`src/rtl/iotdf_pkg.sv`:
```
// Shared definitions for the IoT data filter front end.
// Holds the filter function codes, the record geometry and the feeder state type.
package iotdf_pkg;

  localparam logic [2:0] FN_MAX  = 3'd1;
  localparam logic [2:0] FN_MIN  = 3'd2;
  localparam logic [2:0] FN_AVG  = 3'd3;
  localparam logic [2:0] FN_EXT  = 3'd4;
  localparam logic [2:0] FN_EXC  = 3'd5;
  localparam logic [2:0] FN_PMAX = 3'd6;
  localparam logic [2:0] FN_PMIN = 3'd7;

  localparam int unsigned BYTES_PER_REC = 16;

  typedef enum logic [1:0] {
    StIdle,
    StSend,
    StHalt
  } feeder_state_e;

endpackage

```
`src/rtl/iot_rec_fifo.sv`:
```
// Synchronous FIFO of 128-bit sensor records.
// Ports:
//   clk, rst       clock, asynchronous active-high reset
//   push, wdata    write a record (caller guarantees !full)
//   pop, rdata     rdata is the head record; pop advances past it (caller guarantees !empty)
//   count          registered occupancy, 0..DEPTH
//   full, empty    decoded from count
module iot_rec_fifo #(
  parameter int unsigned DEPTH = 4
) (
  input  logic                     clk,
  input  logic                     rst,
  input  logic                     push,
  input  logic [127:0]             wdata,
  input  logic                     pop,
  output logic [127:0]             rdata,
  output logic [$clog2(DEPTH):0]   count,
  output logic                     full,
  output logic                     empty
);

  localparam int unsigned AW = $clog2(DEPTH);
  localparam int unsigned CW = AW + 1;

  logic [127:0]  mem_q [DEPTH];
  logic [127:0]  mem_d [DEPTH];
  logic [AW-1:0] wr_ptr_q, wr_ptr_d;
  logic [AW-1:0] rd_ptr_q, rd_ptr_d;
  logic [CW-1:0] count_q, count_d;

  always_comb begin
    mem_d    = mem_q;
    wr_ptr_d = wr_ptr_q;
    rd_ptr_d = rd_ptr_q;
    if (push) begin
      mem_d[wr_ptr_q] = wdata;
      wr_ptr_d        = wr_ptr_q + 1'b1;
    end
    if (pop) begin
      rd_ptr_d = rd_ptr_q + 1'b1;
    end
    count_d = count_q + CW'(push) - CW'(pop);
  end

  // Storage carries no reset; only the pointers and occupancy define validity.
  always_ff @(posedge clk) begin
    mem_q <= mem_d;
  end

  always_ff @(posedge clk or posedge rst) begin
    if (rst) begin
      wr_ptr_q <= '0;
      rd_ptr_q <= '0;
      count_q  <= '0;
    end else begin
      wr_ptr_q <= wr_ptr_d;
      rd_ptr_q <= rd_ptr_d;
      count_q  <= count_d;
    end
  end

  assign rdata = mem_q[rd_ptr_q];
  assign count = count_q;
  assign full  = (count_q == CW'(DEPTH));
  assign empty = (count_q == '0);

endmodule

```
`src/rtl/iot_stream_feeder.sv`:
```
// Upstream feeder for the IoT data filter.
// Buffers 128-bit records and serialises each as 16 bytes, MSB byte first, on a
// gapless byte stream. Once the stream has started the filter counts bytes
// free-running, so running dry at a record boundary halts the feeder for good.
// Ports:
//   clk, rst                   clock, asynchronous active-high reset
//   s_valid, s_ready, s_data   record input handshake
//   cfg_fn, cfg_load           function code, latched only while idle
//   busy                       filter back-pressure, stalls byte emission
//   in_en, iot_in, fn_sel      registered byte stream and function select
//   underrun                   sticky: FIFO empty at a record boundary mid-stream
//   rec_cnt                    records fully sent since reset, wrapping
module iot_stream_feeder
  import iotdf_pkg::*;
#(
  parameter int unsigned DEPTH        = 4,
  parameter int unsigned START_THRESH = 2
) (
  input  logic         clk,
  input  logic         rst,
  input  logic         s_valid,
  output logic         s_ready,
  input  logic [127:0] s_data,
  input  logic [2:0]   cfg_fn,
  input  logic         cfg_load,
  input  logic         busy,
  output logic         in_en,
  output logic [7:0]   iot_in,
  output logic [2:0]   fn_sel,
  output logic         underrun,
  output logic [15:0]  rec_cnt
);

  localparam int unsigned CW        = $clog2(DEPTH) + 1;
  localparam logic [CW-1:0] THRESH  = CW'(START_THRESH);
  localparam logic [3:0] LAST_BYTE  = 4'(BYTES_PER_REC - 1);

  feeder_state_e state_q, state_d;
  logic [127:0]  shift_q, shift_d;
  logic [3:0]    byte_cnt_q, byte_cnt_d;
  logic          in_en_q, in_en_d;
  logic [7:0]    iot_in_q, iot_in_d;
  logic [2:0]    fn_sel_q, fn_sel_d;
  logic          underrun_q, underrun_d;
  logic [15:0]   rec_cnt_q, rec_cnt_d;

  logic          fifo_push, fifo_pop, fifo_full, fifo_empty;
  logic [127:0]  fifo_rdata;
  logic [CW-1:0] fifo_count;

  assign s_ready   = !fifo_full;
  assign fifo_push = s_valid && !fifo_full;

  iot_rec_fifo #(
    .DEPTH(DEPTH)
  ) u_fifo (
    .clk  (clk),
    .rst  (rst),
    .push (fifo_push),
    .wdata(s_data),
    .pop  (fifo_pop),
    .rdata(fifo_rdata),
    .count(fifo_count),
    .full (fifo_full),
    .empty(fifo_empty)
  );

  always_comb begin
    state_d    = state_q;
    shift_d    = shift_q;
    byte_cnt_d = byte_cnt_q;
    in_en_d    = 1'b0;
    iot_in_d   = iot_in_q;
    fn_sel_d   = fn_sel_q;
    underrun_d = underrun_q;
    rec_cnt_d  = rec_cnt_q;
    fifo_pop   = 1'b0;

    unique case (state_q)
      StIdle: begin
        if (cfg_load) begin
          fn_sel_d = cfg_fn;
        end
        if (fifo_count >= THRESH) begin
          fifo_pop   = 1'b1;
          shift_d    = fifo_rdata;
          byte_cnt_d = '0;
          state_d    = StSend;
        end
      end
      StSend: begin
        // busy holds shift, byte_cnt and iot_in; only in_en drops.
        if (!busy) begin
          in_en_d    = 1'b1;
          iot_in_d   = shift_q[127:120];
          shift_d    = {shift_q[119:0], 8'h00};
          byte_cnt_d = byte_cnt_q + 4'd1;
          if (byte_cnt_q == LAST_BYTE) begin
            rec_cnt_d = rec_cnt_q + 16'd1;
            // Reload in the same cycle so byte 0 of the next record follows without a bubble.
            if (!fifo_empty) begin
              fifo_pop   = 1'b1;
              shift_d    = fifo_rdata;
              byte_cnt_d = '0;
            end else begin
              underrun_d = 1'b1;
              state_d    = StHalt;
            end
          end
        end
      end
      StHalt: begin
        // Downstream byte counter cannot resynchronise; stay here until reset.
      end
      default: state_d = StIdle;
    endcase
  end

  always_ff @(posedge clk or posedge rst) begin
    if (rst) begin
      state_q    <= StIdle;
      shift_q    <= '0;
      byte_cnt_q <= '0;
      in_en_q    <= 1'b0;
      iot_in_q   <= '0;
      fn_sel_q   <= '0;
      underrun_q <= 1'b0;
      rec_cnt_q  <= '0;
    end else begin
      state_q    <= state_d;
      shift_q    <= shift_d;
      byte_cnt_q <= byte_cnt_d;
      in_en_q    <= in_en_d;
      iot_in_q   <= iot_in_d;
      fn_sel_q   <= fn_sel_d;
      underrun_q <= underrun_d;
      rec_cnt_q  <= rec_cnt_d;
    end
  end

  assign in_en    = in_en_q;
  assign iot_in   = iot_in_q;
  assign fn_sel   = fn_sel_q;
  assign underrun = underrun_q;
  assign rec_cnt  = rec_cnt_q;

endmodule

```
`config.mk`:
```
export PLATFORM = sky130hd
export DESIGN_NAME = iot_stream_feeder
export DESIGN_NICKNAME = d
export VERILOG_FILES = /design/src/rtl/iotdf_pkg.sv /design/src/rtl/iot_rec_fifo.sv /design/src/rtl/iot_stream_feeder.sv
export SDC_FILE = /design/constraint.sdc
export NUM_CORES = 1
export LEC_CHECK = 0
export CAP_MARGIN = 20
export CORE_MARGIN = 5
export CORE_UTILIZATION = 51
export CTS_BUF_LIST = sky130_fd_sc_hd__clkbuf_2 sky130_fd_sc_hd__clkbuf_4 sky130_fd_sc_hd__clkbuf_8
export CTS_CLUSTER_SIZE = 30
export DETAILED_ROUTE_END_ITERATION = 12
export HOLD_SLACK_MARGIN = 0.15
export PLACE_DENSITY = 0.7
export SYNTH_ARGS = -nofsm -noshare
export SYNTH_HDL_FRONTEND = slang
export SYNTH_SLANG_ARGS = --single-unit
```
`constraint.sdc`:
```
create_clock -name clk -period 7.5 [get_ports clk]
set_input_delay 2.25 -clock clk [delete_from_list [all_inputs] [get_ports clk]]
set_output_delay 2.25 -clock clk [all_outputs]
set_load 0.02 [all_outputs]
```
### Word-level counts from Yosys, hierarchy flattened

Cells that the tools add are included.

* register bits after elaboration: 682
* word-level logic and storage cells: 77
* input port bits: 136

* add/sub/neg operators: 6
* bitwise operators: 4
* reductions and logical operators: 12
* mux-type cells: 28
* order comparisons: 4
* eq/ne operators: 8

Operators with widths (number)
* $mux 128: 7
* $bwmux 512: 1
* $bmux 128 s2: 1
* $demux 128 s2: 1
* $pmux 128 s2: 1
* $add 16x1->16 const B: 1
* $mux 4: 4
* $mux 2: 4
* $ne 2x2->1 const B: 4
* $pmux 4 s2: 1
* $ge 3x3->1 const B: 2
* $mux 1: 6
* $not 2->3: 2
* $pmux 2 s3: 1
* $reduce_and 3->1: 2
* $reduce_and 5->1: 1
* $add 2x1->2 const B: 2
* $add 4x1->4 const B: 1
* $eq 4x4->1 const B: 1
* $reduce_and 2->1: 2
* $reduce_and 4->1: 1
* $add 3x1->3: 1
* $eq 3x3->1 const B: 1
* $ge 3x2->1 const B: 1
* 11 further kinds: 13

### Longest topological paths before layout

* word-level depth: 8
* gate-level depth with buffers: 12
* mapped depth without buffers: 10

### Cells and area by module

From an unflattened synthesis, not the netlist that was laid out.

* cell total of the unflattened synthesis: 1508
* area, all modules: 26118.8 um^2

By module, submodules not included
* iot_rec_fifo: instances 1, area an instance 18861.8 um^2, cells each 704
* iot_stream_feeder: instances 1, area an instance 7257.0 um^2, cells each 804

### Worst setup path before layout

Ideal clock, no wire load.

* path type: input -> register
* start point: input s_valid
* end point: register u_fifo.mem_q[128] (netlist bit), enable pin
* slack: 1750 ps
* stages: 1
* path buffers: 0
* arrival: 5247 ps
* setup time: 503 ps
* required time: 6997 ps
* cell sequence: and3_1

* word-level cells in the longest chain between the ends: 1

RTL lines
* start, declared: RTL line iot_stream_feeder.sv:21 `input logic s_valid,`
* $logic_and 1x1->1: RTL line iot_stream_feeder.sv:52 `assign fifo_push = s_valid && !fifo_full;`
* end signal, assigned: RTL line iot_rec_fifo.sv:47 `mem_q <= mem_d;`
* end, declared: RTL line iot_rec_fifo.sv:25 `logic [127:0] mem_q [DEPTH];`

No other way between the ends.
A chain may end at the register's enable or synchronous reset.

### Worst setup path after layout

* start point: input busy
* end point: register shift_q[109]

* word-level cells in the longest chain between the ends: 2

RTL lines
* start, declared: RTL line iot_stream_feeder.sv:26 `input logic busy,`
* $ne 2x2->1 (no source line)
* $reduce_and 3->1 (no source line)
* end signal, assigned: RTL line iot_stream_feeder.sv:131 `shift_q <= shift_d;`
* end, declared: RTL line iot_stream_feeder.sv:39 `logic [127:0] shift_q, shift_d;`

No other way between the ends.

==> results.json <==
{
  "status": "finished clean",
  "rows": 82,
  "powerDensity_nw_per_um2": 290,
  "start_util_pct": 51.4,
  "clockRootBuffer": "clkbuf_8",
  "cts_resized": 0,
  "power_leakage_nw": 10.4,
  "drt-initial-drc-count": 956,
  "r2r_cells": 6,
  "crit_required_ns": 8.00,
  "path_cells": "clkdlybuf4s50_1 -> o31ai_1 -> and2_4 -> buf_4 -> a21oi_1",
  "syn_inst": 1386,
  "critPathTopFamily": "buffers and inverters",
  "totalNegativeSetupSlack_ns": 0,
  "drcViolationCount": 0,
  "grt-ovfl-total": 0,
  "synth_area_leader_cell": "edfxtp_1",
  "grt_max_degree": 129,
  "hold_slack_ns": 0.473,
  "clock_path_buffers": 3,
  "clock_skew_ns": 0.0297,
  "synthXorXnorAreaFrac_pct": 0.648,
  "cts.sinks": 682,
  "synth_compound_area_share_pct": 5.84,
  "setup_viol": 0,
  "totalWireLength_um": 51300,
  "pin_count": 166,
  "synth.most_common_cell": "edfxtp_1",
  "cts_tree": "done",
  "relSlewSlack_pct": 27.3,
  "min_path_type": "flip-flop to flip-flop",
  "die_area_um2": 54900,
  "ys.flop_type": "edfxtp_1",
  "hold_depth": 1,
  "period_share_pct": 58.1,
  "synth_edf_count": 512,
  "fin_nets": 1743,
  "yosysSeqAreaShare_pct": 76.4,
  "rsz0062_at_grt": "false",
  "clkLatencyLatePin_ns": 0.68,
  "hold_violations": 0,
  "yosysWarnings": 0,
  "critPathArrivalTime_ns": 4.86,
  "postCtsSetupRepairBufs": 0,
  "die_h_um": 234,
  "synthTopCellsByCount": "edfxtp_1 (512), dfrtp_1 (170), inv_1 (130)",
  "period_needed_ns": 4.36,
  "path_clk_slew_ns": 0.06,
  "synth.top_cell.area_share_pct": 59.9,
  "tightest_slew_ns": 1.09,
  "viasPerCell": 5.54,
  "fin_cells": 2361,
  "synthMuxAreaShare_pct": 11.4,
  "drv_cap": 0,
  "place_inst": 2164,
  "synth_top_family_by_area": "multiplexers",
  "synth_area_per_cell_um2": 18.5,
  "die_w_um": 234,
  "r2r_end": "shift_q[109]$_DFFE_PP0P_",
  "timing.fmax_ghz": 0.229,
  "path_class": "input port to flip-flop",
  "yosys.area_share.simple_pct": 1.62,
  "crit_fanout": 66,
  "synth_area_um2": 25700,
  "path_depth": 5,
  "grt_pass1_wl_um": 80000,
  "grt_pass1_vias": 14000,
  "netlist_top_cells_area": "edfxtp_1 (60%), dfrtp_1 (17%), mux4_2 (11%)",
  "hold_buffers": 0,
  "reg2reg_slack_ns": 4.17,
  "end_kind": "flip-flop",
  "cp-endpoint": "shift_q[109]$_DFFE_PP0P_",
  "grt_usage_pct": 19.1,
  "ys_ff_latch": 682,
  "crit_buf_inv": 2,
  "antenna_found_initial": 4,
  "gp_congestion": 0.752,
  "wl_per_cell_um": 21.7,
  "htreeDepth": 3,
  "area_growth_pct": 17.8,
  "async_flop_share_pct": 24.9,
  "drt_pass1_iterations": 5,
  "drv_slew": 0,
  "port_buffers": 165,
  "dr_total_vias": 13100,
  "cts_buffers": 102,
  "ys_types": 39,
  "hpwlAfterDp_um": 29600,
  "ant_nets": 0,
  "cp-startpoint": "busy",
  "start_kind": "input port",
  "rr_startpoint": "byte_cnt_q[0]$_DFFE_PP0P_",
  "slowest_delay_ns": 0.71,
  "irDropWorstVdd_mv": 0.176,
  "core_um2": 50000,
  "crit_slowest_cell": "buf_4",
  "layout-drive-gt1-share_pct": 20.9,
  "synthAdderAreaFrac_pct": 0.517,
  "syn_nets": 1532
}
-- how the worst min path moves through the flow --
stage                        startpoint               endpoint  slack (ns)
5_1_grt            underrun$_DFFE_PP0P_   underrun$_DFFE_PP0P_        0.49
3_3_place_gp       underrun$_DFFE_PP0P_   underrun$_DFFE_PP0P_        0.46
3_5_place_dp       underrun$_DFFE_PP0P_   underrun$_DFFE_PP0P_        0.46
2_1_floorplan  shift_q[120]$_DFFE_PP0P_  iot_in[0]$_DFFE_PP0P_        0.44
4_1_cts        shift_q[121]$_DFFE_PP0P_  iot_in[1]$_DFFE_PP0P_        0.47
6_report           underrun$_DFFE_PP0P_   underrun$_DFFE_PP0P_        0.47
-- final cells by class --
| cell class | instances | area, um2 |
|---|---|---|
| multi-input cells | 497 | 5200 |
| clock buffers | 174 | 2090 |
| repair buffers | 183 | 1860 |
| diodes | 2 | 5.00 |
| fillers | 3678 | 19700 |
| well taps | 672 | 841 |
| clock inverters | 20 | 125 |
| flip-flops and latches | 682 | 19600 |
| inverters | 131 | 497 |
-- sequential cells by signal, summed over array words and instances (netlist names), 2 cells and up --
signal and count:
byte_cnt_q 4, fn_sel 3, iot_in 8, rec_cnt 16
shift_q 128, state_q 2, u_fifo.count 3, u_fifo.mem_q 512
u_fifo.rd_ptr_q 2, u_fifo.wr_ptr_q 2
-- per-layer routing --
layer	vias to the layer above	global-route usage (%)	share of wire, %
met2	333	31.1	50
met4	6	6.33	2.0
met5	-	0	0.078
met3	75	4.14	5.5
li1	5871	-	-
met1	6795	26.0	42
-- metrics by stage --
step	instance area, um2	util [%]	total power [W]	setup WS, ns
after CTS	30200	60.5	0.00889	3.13
after global routing	30300	60.5	0.00916	3.08
after detailed placement	28000	56.0	0.00575	2.49
after floorplan	25700	-	0.00539	0.647
final	30300	60.6	0.00878	3.14
after global placement	28000	56.0	0.00570	2.55
-- report_power, final --
part	internal (W)	switching (W)
sequential	0.00471	0.000109
combinational	0.000278	0.000544
clock	0.00179	0.00135
-- cells in the final DEF (no fill, tap or decap), types with 9 or more instances in the layout --
cell,n
nand3_1,12
clkbuf_8,126
clkbuf_4,48
clkinv_2,9
mux4_2,128
edfxtp_1,512
nand2_1,32
xnor2_1,15
buf_4,13
dfrtp_1,168
clkdlybuf4s50_1,165
o22ai_1,120
a21oi_1,122
inv_1,129
ha_1,9
-- logic make-up (layout without fill, tap and decap cells) --
family                   count (synthesis)  in the layout
AO/OA/AOI/OAI                          259            259
XOR/XNOR                                19             19
adder cells (fa/ha/maj)                 10             10
buffers and inverters                  207            508
flip-flops                             682            682
multiplexers                           133            133
other                                    0              2
AND/OR/NAND/NOR                         76             76
Note: power is estimated with default switching activity, not from simulation.
